[config.mk]
export PLATFORM = sky130hd
export DESIGN_NAME = seq_divider_flat
export DESIGN_NICKNAME = d
export VERILOG_FILES = /design/src/rtl/seq_divider_if.sv /design/src/rtl/seq_divider.sv /design/src/flat_wrapper.sv
export SDC_FILE = /design/constraint.sdc
export NUM_CORES = 1
export LEC_CHECK = 0
export ABC_AREA = 1
export ABC_CLOCK_PERIOD_IN_PS = 2100
export BUFFER_PORTS_ARGS = -buffer_cell sky130_fd_sc_hd__buf_2
export CAP_MARGIN = 20
export CORE_AREA = 2 2 159 161
export DETAILED_ROUTE_END_ITERATION = 8
export DIE_AREA = 0 0 161 163
export HOLD_SLACK_MARGIN = 0.08
export PLACE_DENSITY = 0.77
export SLEW_MARGIN = 0
export SYNTH_ARGS = -nofsm -noshare
export SYNTH_HDL_FRONTEND = slang
export SYNTH_SLANG_ARGS = --single-unit
export TNS_END_PERCENT = 30
[constraint.sdc]
create_clock -name clk -period 2.1 [get_ports clk]
set_input_delay 0.21 -clock clk [delete_from_list [all_inputs] [get_ports clk]]
set_output_delay 0.21 -clock clk [all_outputs]
set_load 0.02 [all_outputs]
[src/rtl/seq_divider_if.sv]
// Handshake and result bundle for seq_divider.
// SEQ_DIVIDER_DIVU_EN adds the is_unsigned request qualifier.
interface seq_divider_if;
  logic        start;
  logic [31:0] a;
  logic [31:0] b;
`ifdef SEQ_DIVIDER_DIVU_EN
  logic        is_unsigned;
`endif
  logic [31:0] hi;
  logic [31:0] lo;
  logic        ready;
  logic        div_zero;
  logic        busy;

  modport master (
    output start, a, b,
`ifdef SEQ_DIVIDER_DIVU_EN
    output is_unsigned,
`endif
    input  hi, lo, ready, div_zero, busy
  );

  modport slave (
    input  start, a, b,
`ifdef SEQ_DIVIDER_DIVU_EN
    input  is_unsigned,
`endif
    output hi, lo, ready, div_zero, busy
  );
endinterface

[src/rtl/seq_divider.sv]
// 32-bit MIPS DIV: restoring divider, 33 edges from accepted start to ready.
// Define SEQ_DIVIDER_DIVU_EN to add the is_unsigned (DIVU) request mode.
module seq_divider (
  input  logic          clk,
  input  logic          reset,
  seq_divider_if.slave  bus
);

  typedef enum logic [1:0] {IDLE, RUN, FIX} state_t;

  state_t      state_reg, state_next;
  logic [4:0]  count_reg, count_next;
  logic [31:0] rem_reg, rem_next;
  logic [31:0] quo_reg, quo_next;
  logic [32:0] dvsr_reg, dvsr_next;
  logic        q_neg_reg, q_neg_next;
  logic        r_neg_reg, r_neg_next;
  logic [31:0] hi_reg, hi_next;
  logic [31:0] lo_reg, lo_next;
  logic        ready_reg, ready_next;
  logic        dz_reg, dz_next;

  logic        op_signed;
  logic [32:0] a_ext, b_ext, a_mag, b_mag;
  logic [32:0] shifted;
  logic [31:0] sub;
  logic        ge;

`ifdef SEQ_DIVIDER_DIVU_EN
  assign op_signed = ~bus.is_unsigned;
`else
  assign op_signed = 1'b1;
`endif

  // 33-bit magnitudes keep |0x80000000| exact.
  assign a_ext = {op_signed & bus.a[31], bus.a};
  assign b_ext = {op_signed & bus.b[31], bus.b};
  assign a_mag = a_ext[32] ? (33'd0 - a_ext) : a_ext;
  assign b_mag = b_ext[32] ? (33'd0 - b_ext) : b_ext;

  assign shifted = {rem_reg, quo_reg[31]};
  assign ge      = (shifted >= dvsr_reg);
  assign sub     = shifted[31:0] - dvsr_reg[31:0];

  always_comb begin
    state_next = state_reg;
    count_next = count_reg;
    rem_next   = rem_reg;
    quo_next   = quo_reg;
    dvsr_next  = dvsr_reg;
    q_neg_next = q_neg_reg;
    r_neg_next = r_neg_reg;
    hi_next    = hi_reg;
    lo_next    = lo_reg;
    ready_next = 1'b0;
    dz_next    = 1'b0;
    case (state_reg)
      IDLE: begin
        if (bus.start) begin
          if (bus.b == 32'd0) begin
            ready_next = 1'b1;
            dz_next    = 1'b1;
          end else begin
            // Top magnitude bit (always 0 here) seeds the partial remainder.
            rem_next   = {31'd0, a_mag[32]};
            quo_next   = a_mag[31:0];
            dvsr_next  = b_mag;
            q_neg_next = op_signed & (bus.a[31] ^ bus.b[31]);
            r_neg_next = op_signed & bus.a[31];
            count_next = 5'd0;
            state_next = RUN;
          end
        end
      end
      RUN: begin
        if (ge) begin
          rem_next = sub;
          quo_next = {quo_reg[30:0], 1'b1};
        end else begin
          rem_next = shifted[31:0];
          quo_next = {quo_reg[30:0], 1'b0};
        end
        count_next = count_reg + 5'd1;
        if (count_reg == 5'd31) state_next = FIX;
      end
      FIX: begin
        lo_next    = q_neg_reg ? (32'd0 - quo_reg) : quo_reg;
        hi_next    = r_neg_reg ? (32'd0 - rem_reg) : rem_reg;
        ready_next = 1'b1;
        state_next = IDLE;
      end
      default: state_next = IDLE;
    endcase
  end

  always_ff @(posedge clk or negedge reset) begin
    if (!reset) begin
      state_reg <= IDLE;
      count_reg <= 5'd0;
      rem_reg   <= 32'd0;
      quo_reg   <= 32'd0;
      dvsr_reg  <= 33'd0;
      q_neg_reg <= 1'b0;
      r_neg_reg <= 1'b0;
      hi_reg    <= 32'd0;
      lo_reg    <= 32'd0;
      ready_reg <= 1'b0;
      dz_reg    <= 1'b0;
    end else begin
      state_reg <= state_next;
      count_reg <= count_next;
      rem_reg   <= rem_next;
      quo_reg   <= quo_next;
      dvsr_reg  <= dvsr_next;
      q_neg_reg <= q_neg_next;
      r_neg_reg <= r_neg_next;
      hi_reg    <= hi_next;
      lo_reg    <= lo_next;
      ready_reg <= ready_next;
      dz_reg    <= dz_next;
    end
  end

  assign bus.hi       = hi_reg;
  assign bus.lo       = lo_reg;
  assign bus.ready    = ready_reg;
  assign bus.div_zero = dz_reg;
  assign bus.busy     = (state_reg == RUN) || (state_reg == FIX);

endmodule

[src/flat_wrapper.sv]
// flat-port wrapper written by rule: the top's interface ports become plain ports
module seq_divider_flat 
  (clk, reset, bus_start, bus_a, bus_b, bus_hi, bus_lo, bus_ready, bus_div_zero, bus_busy);
  seq_divider_if bus_i ();
  input  logic clk;
  input  logic reset;
  input wire logic [$bits(bus_i.start)-1:0] bus_start;
  input wire logic [$bits(bus_i.a)-1:0] bus_a;
  input wire logic [$bits(bus_i.b)-1:0] bus_b;
  output wire logic [$bits(bus_i.hi)-1:0] bus_hi;
  output wire logic [$bits(bus_i.lo)-1:0] bus_lo;
  output wire logic [$bits(bus_i.ready)-1:0] bus_ready;
  output wire logic [$bits(bus_i.div_zero)-1:0] bus_div_zero;
  output wire logic [$bits(bus_i.busy)-1:0] bus_busy;
  assign bus_i.start = bus_start;
  assign bus_i.a = bus_a;
  assign bus_i.b = bus_b;
  assign bus_hi = bus_i.hi;
  assign bus_lo = bus_i.lo;
  assign bus_ready = bus_i.ready;
  assign bus_div_zero = bus_i.div_zero;
  assign bus_busy = bus_i.busy;
  seq_divider u_core (.clk(clk), .reset(reset), .bus(bus_i));
endmodule
# --- Yosys cells after proc, flatten, opt, wreduce, memory -nomap -nowiden ---
# Index checks and enable logic that the tools add are counted.
op_classes:
  n_bitwise: 2
  n_eq_ne: 6
  n_addsub: 6
  reduce_logical: 7
  magnitude_cmp: 1
  n_mux: 23
ops:
  columns: ["cell", "n"]
  rows:
  - ["2-to-1 mux 32 bit", 7]
  - ["case mux 32 bit (2 select lines)", 2]
  - ["2-to-1 mux 33 bit", 2]
  - ["subtractor 1 x 32 -> 33 bit (first input constant)", 2]
  - ["subtractor 1 x 32 -> 32 bit (first input constant)", 2]
  - [">= comparator 33 bit", 1]
  - ["zero test 32 bit", 1]
  - ["subtractor 32 bit", 1]
  - ["2-to-1 mux 5 bit", 2]
  - ["case mux 5 bit (2 select lines)", 1]
  - ["AND reduction 3 bit", 3]
  - ["2-to-1 mux 2 bit", 3]
  - ["adder 5 x 1 -> 5 bit (second input constant)", 1]
  - ["equality test 5 bit (second input constant)", 1]
  - ["2-to-1 mux 1 bit", 4]
  - ["inequality test 2 bit (second input constant)", 2]
  - ["case mux 2 bit (2 select lines)", 1]
  - ["equality test 2 x 1 -> 1 bit (second input constant)", 1]
  - ["equality test 2 bit (second input constant)", 1]
  - ["zero test 2 bit", 1]
  - ["inequality test 2 x 1 -> 1 bit (second input constant)", 1]
  - ["case mux 1 bit (2 select lines)", 1]
  - ["nonzero test 2 bit", 1]
  - ["logical OR 1 bit", 1]
  - ["2 further kinds", 2]
word_totals:
  ff_bits: 172
  out_inout_bits: 67
  elab_cells: 56
  in_bits: 67

# --- Logic depth before layout (Yosys ltp) ---
# Gate-level depths: netlist (run 1).
logic_depth:
  ltp_word: 5
  ltp_mapped: 16
  mapped_depth_nobuf: 16

# --- Worst setup path before layout (run 1) ---
# OpenSTA, ideal clock, no wires.
synth_path:
  path_kind: "register -> register"
  from: "register u_core.quo_reg[31]"
  to: "register u_core.rem_reg[16]"
  path_slack_ns: 0.102
  stages_incl_launch_ff: 15
  required_time_ns: 1.983
  period_less_slack_ns: 1.998
  arrival_time_ns: 1.881
  setup_ns: 0.117
  path_buffers: 0
  cell_sequence: "dfrtp_1 inv_1 ha_1 inv_1 fa_1 nand3_1 nand3_1 nand2_1 nand3_1 a21oi_1 nand2_1 nand2_1 nand2_1 nand3_1 nand2_1"
synth_via:
  elab_chain_cells: 3
  word_cells_on_any_way: 4
  cone_classes: "1 x add/sub; 1 x order compare; 2 x mux"
synth_rtl:
  columns: ["item", "line", "source"]
  rows:
  - ["start, declared", "seq_divider.sv:14", "logic [31:0] quo_reg, quo_next;"]
  - ["start signal, assigned", "seq_divider.sv:113", "quo_reg <= quo_next;"]
  - ["subtractor 32 bit or >= comparator 33 bit (tied branches)", "seq_divider.sv:43, seq_divider.sv:42", null]
  - ["2-to-1 mux 32 bit *", "seq_divider.sv:76", "if (ge) begin"]
  - ["case mux 32 bit (2 select lines) *", "seq_divider.sv:57", "case (state_reg)"]
  - ["end signal, assigned", "seq_divider.sv:112", "rem_reg <= rem_next;"]
  - ["end, declared", "seq_divider.sv:13", "logic [31:0] rem_reg, rem_next;"]
# Mark *: on every way between the ends. The rest lies on a longest branch, timed or not.
# A chain may end at the register's enable or synchronous reset.

# --- Worst setup path in the final report (run 1) ---
layout_path:
  from: "register u_core.dvsr_reg[32]"
  to: "register u_core.rem_reg[12]"
layout_via:
  elab_chain_cells: 3
layout_rtl:
  columns: ["item", "line", "source"]
  rows:
  - ["start, declared", "seq_divider.sv:15", "logic [32:0] dvsr_reg, dvsr_next;"]
  - ["start signal, assigned", "seq_divider.sv:114", "dvsr_reg <= dvsr_next;"]
  - [">= comparator 33 bit", "seq_divider.sv:42", "assign ge = (shifted >= dvsr_reg);"]
  - ["2-to-1 mux 32 bit", "seq_divider.sv:76", null]
  - ["case mux 32 bit (2 select lines)", "seq_divider.sv:57", null]
# Every way passes these cells.

==> results of run 1 <==
[worst max-delay path by stage]
stage	cells past startpoint	to
finish	14	u_core.rem_reg[12]$_DFFE_PN0P_
global route	15	u_core.rem_reg[22]$_DFFE_PN0P_
CTS	15	u_core.rem_reg[6]$_DFFE_PN0P_
detailed placement	14	u_core.rem_reg[16]$_DFFE_PN0P_
global placement	14	u_core.rem_reg[16]$_DFFE_PN0P_
floorplan	14	u_core.rem_reg[16]$_DFFE_PN0P_
[power breakdown]
part / switching, W / internal, W / leakage, nW
Sequential: 0.00135 / 0.00486 / 2.14
Clock: 0.00169 / 0.00163 / 0.294
Combinational: 0.0138 / 0.00945 / 6.49
Total: 0.0169 / 0.0159 / 8.92
[critical path: stages, from the launching register on]
cell and delay (ns):
dfrtp_1 0.38, inv_1 0.06, ha_1 0.33, nand2_2 0.15
nor2_4 0.05, nand2_1 0.12, nor2_4 0.05, nand3_2 0.08
nand3_2 0.08, nor2_4 0.14, buf_6 0.17, clkbuf_16 0.15
nand3_1 0.10, nand3_1 0.10, nand2_1 0.06
[logic make-up after synthesis]
group / synth area share, %
adder cells (fa/ha/maj): 4.19
multiplexers: 0.0751
AO/OA/AOI/OAI: 9.70
flip-flops: 32.3
XOR/XNOR: 6.50
buffers and inverters: 10.6
AND/OR/NAND/NOR: 36.7
[repair_timing]
item / in CTS / in global routing
hold buffers: 3 / 0
setup buffers: 7 / 17
gates cloned: 1 / 1
pin swaps: 22 / 34
resized for setup: 108 / 125
setup endpoints to repair: 33 / 51
endpoints found under the hold margin: 50 / 0
[stage by stage]
stage / std cells / setup TNS [ns] / utilization (%)
finish: 2672 / -0.270 / 69.7
global route: 2672 / -2.12 / 69.7
CTS: 2654 / -0.0335 / 67.5
detailed placement: 2611 / -4.37 / 62.3
global placement: 2611 / -4.04 / 62.3
floorplan: 2053 / 0 / -
[routing by layer]
metal | GRT usage, % | vias to the layer above
met1 | 48.3 | 6707
li1 | - | 7061
met3 | 5.65 | 81
met4 | 8.32 | 0
met5 | 0 | -
met2 | 48.8 | 702
[cell usage in the layout, fill, tap and decap left out, types with 6 or more instances in the layout]
cell and count:
nand2_1 614, inv_1 238, nor2_1 181, nand3_1 168, buf_4 165, dfrtp_1 159, buf_2 132, o21ai_0 109
xor2_1 79, nand2_2 61, a21oi_1 36, inv_2 34, o21ai_1 31, ha_4 31, nand4_1 29, a31oi_1 20
nor3_1 19, xnor2_1 18, clkbuf_16 18, nor2_2 17, nor2_4 17, o211ai_1 15, dfrtp_2 13, nand2_4 12
ha_1 12, buf_12 12, nand3_2 11, nand3b_1 10, or2_2 9, a21oi_2 8, inv_8 6
[layout make-up]
class | count | area [um^2] | area share [%]
multi-input cells | 1544 | 8510 | 49.5
flip-flops and latches | 172 | 4320 | 25.1
repair buffers | 321 | 2310 | 13.4
inverters | 273 | 1030 | 5.98
clock buffers | 17 | 425 | 2.48
well taps | 330 | 413 | 2.40
clock inverters | 15 | 183 | 1.06
==> run summary, run 1 <==
hold path start: bus_b[27]
Unique masters post-synth: 44
Routed WL: 43600 um
Leak: 8.92 nW
met2 routed WL: 18700 um
DR pass1 iterations: 6
Seq/Total Area, Yosys: 32.3%
WL met3: 4280 um
Final Cycle Share: 102%
Routed Antenna Nets: 0
syn_nets: 2164
hold depth: 3
Ys Warns: 0
clock tree root buffer cell: clkbuf_16
HPWL after detailed placement: 32400 um
initial antenna violation count: 0
endpoints failing setup: 11
max_slew headroom: 57.0%
first-pass GRT wire length: 67900 um
CP max FO: 6
Synth Register Bits: 172
area grow syn2layout: 28.9%
Overall Power: 0.0328 W
std cell rows: 58
CP startpoint: u_core.dvsr_reg[32]$_DFFE_PN0P_
CP Capture Type: flop
sink count of the clock tree: 172
RR Startpoint: u_core.dvsr_reg[32]$_DFFE_PN0P_
Placed Area: 15400 um^2
Mapped Cells: 2053
vias per std cell: 5.45
proportion of netlist area held by the largest area contributor: 32.3%
Metal-1 WL: 19800 um
Total Nets Final: 2440
Tot GR Track Use: 32.4%
via count: 14551
vias in the first global route: 13206
Hold Crit Class: in2reg
initial DRC count: 1456
reg2reg end: u_core.rem_reg[12]$_DFFE_PN0P_
Max Fclk: 0.465 GHz
Synth Area per Inst: 6.49 um^2
reg2reg setup slack: -0.05 ns
critical path type: reg2reg
CTS tree: yes
CP Data Required Time: 2.44 ns
status: complete, but fails checks
Clk Latency, worst-skew pair: 0.45 ns
highest metal used: met4
IO Count: 134
Initial Util: 54.0%
Finished Cell Area: 17200 um^2
Fillers: 2087
TritonCTS Buffers: 17
largest net degree at the start of global routing: 54
area of the core: 24700 um^2
Cell Area, Synth: 13300 um^2
hold_ws: 0.0954 ns
RSZ-0062 raised after global routing: true
max-cap violations: 0
startpoint types: flop
PnR worst setup slack: -0.0497 ns
die height: 163 um
hold endpoint: u_core.dvsr_reg[27]$_DFFE_PN0P_
H-tree depth: 4
CTS Buffer Depth: 2
biggest area consumer among synthesized cells: dfrtp_1
Worst R2R Path Depth: 14
cell with the most instances after synthesis: nand2_1
final routed DRC violation total: 0
Final Hold Fails: 0
clock transition at the registers of the reported paths: 0.09 ns
EDFF count, synth: 0
share of cells above drive strength 1: 24.8%
clock skew: 0.0177 ns
largest cells by area after synthesis: dfrtp_1 32%, nand2_1 19%, inv_1 7.5%
Commonest cells post-synth: 684 x nand2_1, 268 x inv_1, 202 x nor2_1
Slew Viols, Final: 0
Die X-Extent: 161 um
dpl ws: -0.319 ns
Critical Path AT: 2.49 ns
Worst Tran Pin Value: 0.645 ns
total grt overflow: 0
fin crit period: 2.15 ns
drt wl/cell: 16.3 um
failing checks: setup timing
input/output buffers: 133
Power per Cell Area: 1910 nW/um^2
n_diodes: 0
top_reg_cell synth: dfrtp_1
Peak VDD IR: 1.03 mV
Async S/R FF share, synth: 100%
die area: 26200 um^2
RePlAce Congestion: 0.974
max reg flops: 33
No activity file was read; power rests on OpenSTA's default activity.
==> run 2, diff against run 1 <==
Settings changed: BUFFER_PORTS_ARGS -buffer_cell sky130_fd_sc_hd__buf_2 to -buffer_cell sky130_fd_sc_hd__buf_4.
==> run summary, run 2 (synthesis results as in run 1) <==
Routed Antenna Nets: 0 (unchanged)
Max Fclk: 0.465 GHz (about the same)
most common cell after layout, fill and taps aside: nand2_1
highest metal used: met4
die height: 163 um (unchanged)
Crit path max-delay family: simple AND/OR/NAND/NOR gates
input/output buffers: 133 (unchanged)
H-tree depth: 4 (unchanged)
Final Hold Fails: 0 (unchanged)
RePlAce Congestion: 0.984 (+1.0%)
vias in the first global route: 13296 (+0.68%)
CTS tree: yes
CP Data Required Time: 2.43 ns (about the same)
met2 routed WL: 18600 um (-0.65%)
Fillers: 2040 (-2.3%)
endpoints failing setup: 3 (-8)
slowest stage delay, CP: 0.45 ns (+0.07 ns)
Metal-1 WL: 20300 um (+2.8%)
Die X-Extent: 161 um (unchanged)
area grow syn2layout: 32.6%
critical path type: reg2reg
area of the core: 24700 um^2 (unchanged)
Initial Util: 54.0% (unchanged)
sink count of the clock tree: 172 (unchanged)
RSZ-0062 raised after global routing: true
most frequent cells in the layout: 622 x nand2_1, 324 x buf_4, 240 x inv_1
status: complete, but fails checks
max-cap violations: 0 (unchanged)
CP Capture Type: flop
std cell rows: 58 (unchanged)
Leak: 9.09 nW (+1.9%)
WL met3: 3930 um (-8.2%)
Critical Path AT: 2.48 ns (about the same)
CTS Buffer Depth: 2 (unchanged)
startpoint types: flop
Clk Latency, worst-skew pair: 0.45 ns (about the same)
via count: 14537 (-0.096%)
initial antenna violation count: 0 (unchanged)
die area: 26200 um^2 (unchanged)
final non-filler cell total: 2695 (+0.86%)
clock transition at the registers of the reported paths: 0.07 ns (-0.02 ns)
Tot GR Track Use: 32.9% (+0.43 points)
IO Count: 134 (unchanged)
first-pass GRT wire length: 68600 um (+0.93%)
Total Nets Final: 2463 (+0.94%)
DR pass1 iterations: 6 (unchanged)
clock skew: 0.0145 ns (-0.00325 ns)
Peak VDD IR: 0.872 mV (-15%)
final routed DRC violation total: 0 (unchanged)
Hold Crit Class: in2reg
TritonCTS Buffers: 17 (unchanged)
hold_ws: 0.0939 ns (-0.00149 ns)
largest net degree at the start of global routing: 55 (+1.9%)
CP max FO: 3 (-3)
share of cells above drive strength 1: 25.8% (+1.0 points)
Final Cycle Share: 102% (about the same)
n_diodes: 0 (unchanged)
Slowest-stage cell, CP: dfrtp_2
PnR worst setup slack: -0.0508 ns (-0.00118 ns)
max reg flops: 33 (unchanged)
total grt overflow: 0 (unchanged)
Cell Chain, Critical Path: ha_4 -> nand2_4 -> nor2_2 -> inv_1 -> nor3_4 -> buf_4 -> nand3_1 -> nand2_1 -> nand2_1 -> nand2_1 -> nand2_1 -> nand3_1 -> nand2_1
drt wl/cell: 16.3 um (-0.11%)
WP buf/inv: 2 (-1)
Power per Cell Area: 1870 nW/um^2 (-1.9%)
placed cell count: 2638 (+1.0%)
initial DRC count: 1215 (-17%)
Worst Tran Pin Value: 0.608 ns (-0.0362 ns)
HPWL after detailed placement: 33000 um (+1.7%)
max_slew headroom: 59.4% (+2.4 points)
failing checks: setup timing
fin crit period: 2.15 ns (+0.00118 ns)
clock tree root buffer cell: clkbuf_16
Routed WL: 44000 um (+0.75%)
Slew Viols, Final: 0 (unchanged)
vias per std cell: 5.39 (-0.95%)
CP most frequent cell: nand2_1
==> run 2: cell types whose count changed in the layout (fill, tap and decap cells not counted), moves of 4 or more <==
cell     before  now
dfrtp_2      13   19
nand3_2      11    7
a21oi_1      36   29
a21oi_2       8   13
nor2_1      181  175
nor2_2       17   25
buf_2       132    0
nand2_2      61   56
dfrtp_1     159  153
nand2_1     614  622
buf_4       165  324
==> run 2: final timing paths <==
path / depth (start not counted) / start / end / slack [ns]
min in group asynchronous: 2 / reset / u_core.dvsr_reg[5]$_DFFE_PN0P_ / 0.23
max reg2reg: 13 / u_core.rem_reg[23]$_DFFE_PN0P_ / u_core.rem_reg[25]$_DFFE_PN0P_ / -0.05
min: 3 / bus_b[21] / u_core.dvsr_reg[21]$_DFFE_PN0P_ / 0.09
max: 13 / u_core.rem_reg[23]$_DFFE_PN0P_ / u_core.rem_reg[25]$_DFFE_PN0P_ / -0.05
max in group asynchronous: 3 / reset / u_core.quo_reg[10]$_DFFE_PN0P_ / 1.25
min reg2reg: 2 / u_core.bus.hi[25]$_DFFE_PN0P_ / u_core.bus.hi[25]$_DFFE_PN0P_ / 0.49
==> run 2: stage by stage <==
stage	instance area (um^2)	setup TNS, ns	power [W]	util (%)	worst slack, ns
floorplan	13300	0	0.0183	-	0.102
detailed placement	15900	-7.62	0.0258	64.4	-0.236
global route	17700	-2.58	0.0355	71.7	-0.176
global placement	15900	-5.77	0.0254	64.4	-0.191
finish	17700	-0.0760	0.0331	71.7	-0.0508
CTS	17100	-0.0296	0.0307	69.3	-0.0193
==> run 2: layout make-up <==
type / instances / area, um^2 / share of cell area [%]
Clock buffer: 17 / 425 / 2.41
Clock inverter: 15 / 185 / 1.05
Inverter: 273 / 1030 / 5.82
Multi-Input combinational cell: 1544 / 8540 / 48.3
Sequential cell: 172 / 4330 / 24.5
Tap cell: 330 / 413 / 2.34
Timing Repair Buffer: 344 / 2760 / 15.6
==> run 2: timing repair <==
| action | CTS | global route |
|---|---|---|
| endpoints found under the setup margin | 34 | 70 |
| resized for setup | 78 | 160 |
| buffers inserted | 5 | 16 |
| gates cloned | 1 | 0 |
| pin swaps | 8 | 61 |
| hold buffers | 5 | 0 |
| hold endpoints to repair | 176 | 0 |
==> run 2: metal layers <==
layer / vias up / GRT usage [%]
li1: 7103 / -
met1: 6706 / 49.9
met2: 645 / 49.0
met3: 83 / 4.76
met4: 0 / 8.56
met5: - / 0
==> run 2: report_power, final <==
group	switching [W]	internal [W]	leakage [nW]
combinational	0.0137	0.00985	6.67
sequential	0.00140	0.00487	2.13
clock	0.00169	0.00163	0.293
==> run 2: worst min-delay path, delay by kind of cell <==
| family | cells | cell delay, ns |
|---|---|---|
| xor+xnor | 1 | 0.07 |
| compound gates | 1 | 0.13 |
| buf+inv | 1 | 0.09 |
==> run 3, diff against run 2 <==
Settings changed: RECOVER_POWER from default to 25.
==> run summary, run 3 (synthesis results as in run 1) <==
most common cell after layout, fill and taps aside: nand2_1
Peak VDD IR: 0.867 mV (-0.68%)
Slew Viols, Final: 0 (unchanged)
Placed Area: 15900 um^2 (unchanged)
Die X-Extent: 161 um (unchanged)
Tot GR Track Use: 32.9% (unchanged)
die area: 26200 um^2 (unchanged)
input/output buffers: 133 (unchanged)
CP most frequent cell: nand2_1
clock skew: 0.0148 ns (+0.000341 ns)
std cell rows: 58 (unchanged)
RSZ-0062 raised after global routing: true
dpl ws: -0.236 ns (unchanged)
TritonCTS Buffers: 17 (unchanged)
Initial Util: 54.0% (unchanged)
Total Nets Final: 2463 (unchanged)
largest net degree at the start of global routing: 55 (unchanged)
Finished Cell Area: 17600 um^2 (-0.18%)
area of the core: 24700 um^2 (unchanged)
CP startpoint: u_core.rem_reg[23]$_DFFE_PN0P_
PnR worst setup slack: -0.0392 ns (+0.0117 ns)
slowest stage delay, CP: 0.45 ns (about the same)
Routed Antenna Nets: 0 (unchanged)
area grow syn2layout: 32.4%
Leak: 9.08 nW (-0.13%)
CP max FO: 3 (unchanged)
vias in the first global route: 13296 (unchanged)
most frequent cells in the layout: 622 x nand2_1, 324 x buf_4, 240 x inv_1
WP buf/inv: 2 (unchanged)
via count: 14533 (-0.028%)
HPWL after detailed placement: 33000 um (unchanged)
Worst Tran Pin Value: 0.905 ns (+0.296 ns)
CP Data Required Time: 2.43 ns (about the same)
startpoint types: flop
max-cap violations: 0 (unchanged)
die height: 163 um (unchanged)
critical path type: reg2reg
RePlAce Congestion: 0.984 (unchanged)
IO Count: 134 (unchanged)
status: complete, but fails checks
RR Startpoint: u_core.rem_reg[23]$_DFFE_PN0P_
Final Core Density: 71.5% (-0.13 points)
max reg flops: 33 (unchanged)
CP Capture Type: flop
Hold Crit Class: in2reg
Routed WL: 43900 um (-0.24%)
Final Cycle Share: 102% (-0.56 points)
hold_ws: 0.0893 ns (-0.00458 ns)
Power per Cell Area: 1870 nW/um^2 (about the same)
final routed DRC violation total: 0 (unchanged)
CTS Buffer Depth: 2 (unchanged)
CTS tree: yes
sink count of the clock tree: 172 (unchanged)
DR pass1 iterations: 5 (-1)
Max Fclk: 0.467 GHz (+0.55%)
H-tree depth: 4 (unchanged)
vias per std cell: 5.39 (about the same)
hold path start: bus_b[21]
Crit path max-delay family: simple AND/OR/NAND/NOR gates
max_slew headroom: 39.7% (-20 points)
Final Hold Fails: 0 (unchanged)
first-pass GRT wire length: 68600 um (unchanged)
clock transition at the registers of the reported paths: 0.07 ns (about the same)
total grt overflow: 0 (unchanged)
endpoints failing setup: 3 (unchanged)
Cell Chain, Critical Path: ha_4 -> nand2_4 -> nor2_2 -> inv_1 -> nor3_4 -> buf_4 -> nand3_1 -> nand2_1 -> nand2_1 -> nand2_1 -> nand2_1 -> nand3_1 -> nand2_1
placed cell count: 2638 (unchanged)
failing checks: setup timing
Slowest-stage cell, CP: dfrtp_2
drt wl/cell: 16.3 um (-0.24%)
clock tree root buffer cell: clkbuf_16
share of cells above drive strength 1: 25.8% (unchanged)
initial antenna violation count: 0 (unchanged)
final non-filler cell total: 2695 (unchanged)
Critical Path AT: 2.47 ns (about the same)
n_diodes: 0 (unchanged)
fin crit period: 2.14 ns (-0.0117 ns)
initial DRC count: 1220 (+0.41%)
Clk Latency, worst-skew pair: 0.45 ns (about the same)
==> run 3: report_power, final <==
part / leakage [nW] / switching, W / internal [W]
clock network: 0.293 / 0.00168 / 0.00162
logic: 6.66 / 0.0136 / 0.00984
registers: 2.13 / 0.00140 / 0.00487
total: 9.08 / 0.0167 / 0.0163
==> run 3: what timing repair did <==
item | 4_1_cts | 5_1_grt
hold buffers | 5 | 0
setup buffers | 5 | 16
resized for setup | 78 | 160
gates cloned | 1 | 0
endpoints found under the hold margin | 176 | 0
pin swaps | 8 | 61
setup endpoints to repair | 34 | 70
==> run 3: worst min-delay path: stages <==
cell	delay, ns
buf_4	0.09
xor2_1	0.07
o21ai_0	0.13
==> run 3: path summary, 6_finish.rpt <==
kind / end / cells after the start / slack [ns]
worst min register to register: u_core.bus.hi[25]$_DFFE_PN0P_ / 2 / 0.49
worst max register to register: u_core.rem_reg[25]$_DFFE_PN0P_ / 13 / -0.04
max in group asynchronous: u_core.bus.lo[0]$_DFFE_PN0P_ / 3 / 0.44
worst max-delay path: u_core.rem_reg[25]$_DFFE_PN0P_ / 13 / -0.04
min in group asynchronous: u_core.dvsr_reg[5]$_DFFE_PN0P_ / 2 / 0.43
worst min-delay path: u_core.dvsr_reg[21]$_DFFE_PN0P_ / 3 / 0.09
==> run 3: per-layer routing <==
layer / global-route usage [%] / part of all wire, % / up-vias / routed length, um
met2: 49.0 / 43 / 659 / 18700
met3: 4.76 / 9.3 / 76 / 4090
met5: 0 / 0 / - / 0
met4: 8.56 / 2.3 / 0 / 1000
li1: - / - / 7103 / -
met1: 49.9 / 46 / 6695 / 20000
==> run 3: layout make-up <==
class	count	area, um^2
inverter	273	1030
clock inverter	15	185
tap	330	413
multi-input combinational	1544	8540
sequential	172	4330
fill	2046	7020
timing repair buffer	344	2730
clock buffer	17	425
==> run 3: metrics by stage <==
stage | power (W) | TNS [ns]
2_1_floorplan | 0.0183 | 0
3_3_place_gp | 0.0254 | -5.77
3_5_place_dp | 0.0258 | -7.62
4_1_cts | 0.0307 | -0.0296
5_1_grt | 0.0355 | -2.58
6_report | 0.0331 | -0.0616
